## src/rtl/cpu_regs_pkg.sv

```systemverilog
// Shared constants and FSM state type for the sequential register-file front end.
package cpu_regs_pkg;

    localparam int unsigned REGS_DW  = 32;
    localparam int unsigned REGS_AW  = 5;
    localparam int unsigned REGS_NUM = 32;

    typedef enum logic [2:0] {
        ST_INIT,
        ST_IDLE,
        ST_RD1,
        ST_RD2,
        ST_RESP
    } state_e;

endpackage

```

## src/rtl/cpu_regs_seq.sv

```systemverilog
// Two-operand register read sequencer over a 1R1W regfile, with zero-fill after reset.
// Define CPU_REGS_SEQ_BYPASS_EN to forward a same-cycle write into the operand capture.
module cpu_regs_seq
    import cpu_regs_pkg::*;
#(
    parameter int unsigned DW = REGS_DW,
    parameter int unsigned AW = REGS_AW
) (
    input  logic          clk,
    input  logic          resetn,
    output logic          init_done,

    input  logic          req_valid,
    output logic          req_ready,
    input  logic [AW-1:0] req_rs1,
    input  logic [AW-1:0] req_rs2,

    output logic          rsp_valid,
    input  logic          rsp_ready,
    output logic [DW-1:0] rsp_rdata1,
    output logic [DW-1:0] rsp_rdata2,

    input  logic          wr_valid,
    output logic          wr_ready,
    input  logic [AW-1:0] wr_addr,
    input  logic [DW-1:0] wr_data,

    output logic          rf_we,
    output logic [AW-1:0] rf_waddr,
    output logic [DW-1:0] rf_di,
    output logic [AW-1:0] rf_raddr,
    input  logic [DW-1:0] rf_do
);

    state_e        state_q;
    logic [AW-1:0] cnt_q;
    logic [AW-1:0] rs1_q;
    logic [AW-1:0] rs2_q;
    logic [DW-1:0] rdata1_q;
    logic [DW-1:0] rdata2_q;
    logic          init_done_q;
    logic          rsp_valid_q;

    logic          in_init;
    logic          wr_fire;
    logic [AW-1:0] rd_addr;
    logic [DW-1:0] cap_data;

    assign in_init   = (state_q == ST_INIT);
    assign wr_ready  = !in_init;
    assign wr_fire   = wr_valid && !in_init;
    assign req_ready = (state_q == ST_IDLE);

    assign init_done  = init_done_q;
    assign rsp_valid  = rsp_valid_q;
    assign rsp_rdata1 = rdata1_q;
    assign rsp_rdata2 = rdata2_q;

    always_comb begin
        rd_addr = '0;
        case (state_q)
            ST_RD1:  rd_addr = rs1_q;
            ST_RD2:  rd_addr = rs2_q;
            default: rd_addr = '0;
        endcase
    end

    // x0 always captures zero, overriding both the array and any forwarded write.
    always_comb begin
        cap_data = rf_do;
`ifdef CPU_REGS_SEQ_BYPASS_EN
        if (wr_fire && (wr_addr == rd_addr)) begin
            cap_data = wr_data;
        end
`endif
        if (rd_addr == '0) begin
            cap_data = '0;
        end
    end

    always_comb begin
        rf_we    = in_init ? 1'b1 : (wr_fire && (wr_addr != '0));
        rf_waddr = in_init ? cnt_q : wr_addr;
        rf_di    = in_init ? '0 : wr_data;
        rf_raddr = rd_addr;
    end

    always_ff @(posedge clk or negedge resetn) begin
        if (!resetn) begin
            state_q     <= ST_INIT;
            cnt_q       <= '0;
            rs1_q       <= '0;
            rs2_q       <= '0;
            rdata1_q    <= '0;
            rdata2_q    <= '0;
            init_done_q <= 1'b0;
            rsp_valid_q <= 1'b0;
        end else begin
            case (state_q)
                ST_INIT: begin
                    cnt_q <= cnt_q + AW'(1);
                    if (cnt_q == '1) begin
                        state_q     <= ST_IDLE;
                        init_done_q <= 1'b1;
                    end
                end
                ST_IDLE: begin
                    if (req_valid) begin
                        rs1_q   <= req_rs1;
                        rs2_q   <= req_rs2;
                        state_q <= ST_RD1;
                    end
                end
                ST_RD1: begin
                    rdata1_q <= cap_data;
                    state_q  <= ST_RD2;
                end
                ST_RD2: begin
                    rdata2_q    <= cap_data;
                    rsp_valid_q <= 1'b1;
                    state_q     <= ST_RESP;
                end
                ST_RESP: begin
                    if (rsp_ready) begin
                        rsp_valid_q <= 1'b0;
                        state_q     <= ST_IDLE;
                    end
                end
                default: state_q <= ST_INIT;
            endcase
        end
    end

endmodule

```

## config.mk

```make
export PLATFORM = sky130hd
export DESIGN_NAME = cpu_regs_seq
export DESIGN_NICKNAME = d
export VERILOG_FILES = /design/src/rtl/cpu_regs_pkg.sv /design/src/rtl/cpu_regs_seq.sv
export SDC_FILE = /design/constraint.sdc
export NUM_CORES = 1
export LEC_CHECK = 0
export CAP_MARGIN = 30
export CORE_UTILIZATION = 46
export CTS_BUF_LIST = sky130_fd_sc_hd__clkbuf_4 sky130_fd_sc_hd__clkbuf_8 sky130_fd_sc_hd__clkbuf_16
export DETAILED_ROUTE_END_ITERATION = 6
export DONT_BUFFER_PORTS = 1
export PLACE_DENSITY_LB_ADDON = 0.3
export RECOVER_POWER = 25
export SLEW_MARGIN = 10
export SYNTH_ARGS = -nofsm -noshare
export SYNTH_HDL_FRONTEND = slang
export SYNTH_SLANG_ARGS = --single-unit
```

## constraint.sdc

```tcl
create_clock -name clk -period 2.3 [get_ports clk]
set_input_delay 0.345 -clock clk [delete_from_list [all_inputs] [get_ports clk]]
set_output_delay 0.345 -clock clk [all_outputs]
set_load 0.005 [all_outputs]
```

[Word-level counts from Yosys, hierarchy flattened]
Cells that the tools add are included.
Word-level totals
  input bits: 84
  bits in registers: 84
  output and inout port bits: 111
Operators by class
  equal/unequal tests: 8
  reductions and logical operators: 11
  mux-type cells: 11
  $add $sub $neg: 1
Operators by type and width (count)
  32-bit two-way mux: 2
  3-bit one-hot mux with 5 select lines: 1
  5-bit one-hot mux with 2 select lines: 1
  3-bit two-way mux: 3
  3-bit by 2-bit == test with 1-bit output, second input constant: 2
  2-bit AND reduction: 3
  5-bit by 1-bit adder with 5-bit output, second input constant: 1
  5-bit == test, second input constant: 1
  5-bit zero test: 1
  5-bit two-way mux: 1
  5-bit nonzero test: 1
  2-bit != test, second input constant: 2
  3-bit by 1-bit == test with 1-bit output, second input constant: 1
  3-bit == test, second input constant: 1
  3-bit zero test: 1
  3-bit AND reduction: 1
  1-bit logical AND: 2
  1-bit two-way mux: 2
  2-bit by 1-bit != test with 1-bit output, second input constant: 1
  1-bit one-hot mux with 2 select lines: 1
  2-bit nonzero test: 1
  1-bit zero test: 1

[Logic depth before layout (Yosys ltp)]
  depth in word-level cells: 5
  depth in mapped cells: 7

[Least setup slack after synthesis]
No wires, ideal clock.
  kind: register to output
  start: register state_q[0]
  end: output rf_di[10]
  buffers on the path: 3
  stages on the path, launching flop included: 7
  arrival time: 1.232 ns
  setup slack: 0.723 ns
  cell sequence: dfrtp_1 > buf_6 > buf_6 > nor3_1 > inv_1 > clkbuf_1 > and2_1
On the way
  word-level cells in the longest chain between the ends: 2
RTL lines
  from (decl): line cpu_regs_seq.sv:35  | state_e state_q;
  from (signal assigned): line cpu_regs_seq.sv:90  | state_q <= ST_INIT;
  from (signal assigned): line cpu_regs_seq.sv:103  | state_q <= ST_IDLE;
  from (signal assigned): line cpu_regs_seq.sv:111  | state_q <= ST_RD1;
  3-bit zero test: line cpu_regs_seq.sv:49  | assign in_init = (state_q == ST_INIT);
  32-bit two-way mux: line cpu_regs_seq.sv:84  | rf_di = in_init ? '0 : wr_data;
  to (decl): line cpu_regs_seq.sv:30  | output logic [DW-1:0] rf_di,
No other way between the ends.

[Final worst setup path]
  start: register state_q[0]
  end: output rf_di[31]
Same word-level chain as after synthesis.

==> impl_metrics.json <==
{
  "powerDensity_nw_per_um2": 1400,
  "finalSetupTns_ns": 0,
  "grt_antenna_before_repair": 6,
  "crit_chain": "nor3_1, inv_2, and2_1",
  "grt_overflow_total": 0,
  "slowest_delay_ns": 0.52,
  "yosysTopAreaCell": "dfrtp_1",
  "hold_viol_final": 84,
  "antenna_left": 0,
  "critPathMaxFanout": 42,
  "fin_worst_skew_ns": 0.00943,
  "async_flop_share_pct": 100,
  "cts_setup_buffers": 0,
  "cpLargestDelayFamily": "simple AND/OR/NAND/NOR gates",
  "synthCells": 421,
  "htree_levels": 3,
  "nNetsFinal": 502,
  "cts_tree": "done",
  "crit_arrival_ns": 1.78,
  "drt_iter0_drc": 92,
  "dr.pass1.iters": 4,
  "synth_seq_cells": 84,
  "num_rows": 33,
  "coreArea_um2": 8340,
  "fill_cells": 815,
  "yosysWarnings": 0,
  "synth_top_area_share_pct": 52.2,
  "areaGrowthSynthToFinish_pct": 6.37,
  "clockBufferDepth": 2,
  "vdd_drop_max_uv": 862,
  "numPortBuffers": 0,
  "grt_pass1_wl_um": 15700,
  "grt_max_degree": 85,
  "cpMaxStageDelayCell": "dfrtp_1",
  "endpoint_kind": "output pin",
  "setup_viol": 0,
  "cp.required_ns": 1.96,
  "drc": 0,
  "gr-usage-all-layers_pct": 23.5,
  "cts-root-buf": "clkbuf_8",
  "die_area_um2": 9140,
  "ios": 195,
  "max_freq_mhz": 470,
  "critPathKind": "reg -> out",
  "dpl.hpwl_um": 7750,
  "final_common_cell": "nand2_1",
  "insertion_delay_ns": 0.33,
  "postPlaceCellArea_um2": 4090,
  "stdcell_count": 531,
  "p_leak_nw": 1.86,
  "rsz0062_at_grt": "false",
  "hold_class": "in -> async",
  "post_drt_wl_per_cell_um": 20.0,
  "max-slew-margin-rel_pct": 69.3,
  "ys_seq_area_share_pct": 52.2,
  "synth.distinct_cells": 29,
  "dp_slack_ns": 0.328,
  "synth-edff-count": 0,
  "maxCapViolCount": 0,
  "die_width_um": 95.6,
  "drive_above_1_share_pct": 22.9,
  "fin_ws_ns": 0.174,
  "tightest_slew_ns": 0.460,
  "status": "finished with violations",
  "synth_area_leaders": "dfrtp_1 52%, nand2_1 14%, a21oi_2 11%",
  "synth_area_um2": 4030,
  "worst-path-buf-inv": 1,
  "design_area_um2": 4290,
  "crit_path_start_kind": "flop",
  "clock-sinks": 84,
  "syn-num-nets": 507,
  "numCtsBuffers": 9,
  "fin_crit_ns": 2.13,
  "clk_pin_slew_ns": 0.08,
  "slew_violations": 0,
  "grt_pass1_vias": 2880,
  "fin_crit_sh_pct": 92.5,
  "mostFrequentLayoutCells": "154 x nand2_1, 84 x dfrtp_1, 52 x a21oi_2",
  "synth-main-ff-cell": "dfrtp_1",
  "syn_area_per_cell_um2": 9.57,
  "drt_wl_total_um": 10600,
  "dp.cells": 510,
  "holdWs_ns": -0.307,
  "start_util_pct": 48.3,
  "place.gp.congestion": 0.964,
  "die_h_um": 95.6,
  "vias_per_cell": 5.48,
  "violations": "negative hold slack",
  "vias": 2910
}
stage by stage:
stage	total power [mW]	hold slack, ns	utilization (%)
after floorplan	4.53	0.0494	-
after CTS	6.09	-0.330	51.2
after detailed placement	5.05	0.0509	49.0
after global placement	4.96	0.0513	49.0
final	6.01	-0.307	51.4
after global routing	6.49	-0.337	51.3
worst reg2reg max path, delay by kind of cell (launching register included):
family                 cells  cell delay, ns
AOI/OAI and AO/OA          2            0.24
and+or+nand+nor            1            0.19
muxes                      1            0.30
DFF                        1            0.57
buffers and inverters      2            0.53
timing repair:
item | CTS | global route
resized for setup | 1 | 0
hold endpoints to repair | 84 | 84
setup endpoints to repair | 8 | 0
synthesized netlist by cell type, types with 5 or more instances:
library cell / n
nand2_1: 154
dfrtp_1: 84
a21oi_2: 52
and2_1: 33
a21oi_1: 16
clkbuf_1: 16
mux2_2: 10
nor2_1: 9
buf_6: 8
buf_2: 6
mux2i_1: 5
where the power goes:
group          switching (mW)  total [mW]  internal [mW]
logic                    1.40        2.37          0.969
clock network           0.513        1.02          0.505
registers               0.511        2.62           2.11
cells by family (layout without fill, tap and decap cells):
family	after synthesis	in the layout	share of synthesized area [%]
buf+inv	31	30	4.57
compound gates	75	75	14.3
mux	15	15	4.04
other cells	0	6	0
xor+xnor	3	3	0.652
fa+ha+maj	2	2	0.621
simple gates	211	211	23.7
flops	84	84	52.2
routing by layer:
metal / up-vias / part of all wire, % / global-route usage [%]
met2: 158 / 52 / 43.2
met1: 1390 / 35 / 24.2
met4: 0 / 3.4 / 11.9
met5: - / 0 / 0
met3: 16 / 9.0 / 6.62
li1: 1346 / - / -
final cells by class:
type / instances / area (um^2) / share of cell area [%]
Clock inverter: 5 / 53.8 / 1.26
Antenna cell: 6 / 15.0 / 0.350
Sequential cell: 84 / 2100 / 49.1
Clock buffer: 10 / 131 / 3.07
Tap cell: 105 / 131 / 3.07
Inverter: 1 / 3.75 / 0.0876
Multi-Input combinational cell: 306 / 1740 / 40.7
Timing Repair Buffer: 14 / 105 / 2.45
final timing paths:
check / start / endpoint / slack, ns / cells past startpoint
max in group asynchronous: resetn / rsp_rdata2[15] / 2.44 / 0
min: resetn / rsp_rdata1[7] / -0.31 / 0
min in group clk: rf_do[20] / rsp_rdata2[20] / 0.13 / 2
max reg2reg: state_q[0] / rsp_rdata1[10] / 0.34 / 6
min reg2reg: cnt_q[3] / cnt_q[3] / 0.51 / 1
max: state_q[0] / rf_di[31] / 0.17 / 3
state kept, by name (all words and copies together), names as in the netlist:
name / count
state_q: 3
rs1_q: 5
rsp_rdata2: 32
rs2_q: 5
rsp_valid: 1
init_done: 1
cnt_q: 5
rsp_rdata1: 32
No activity file was read; power rests on OpenSTA's default activity.
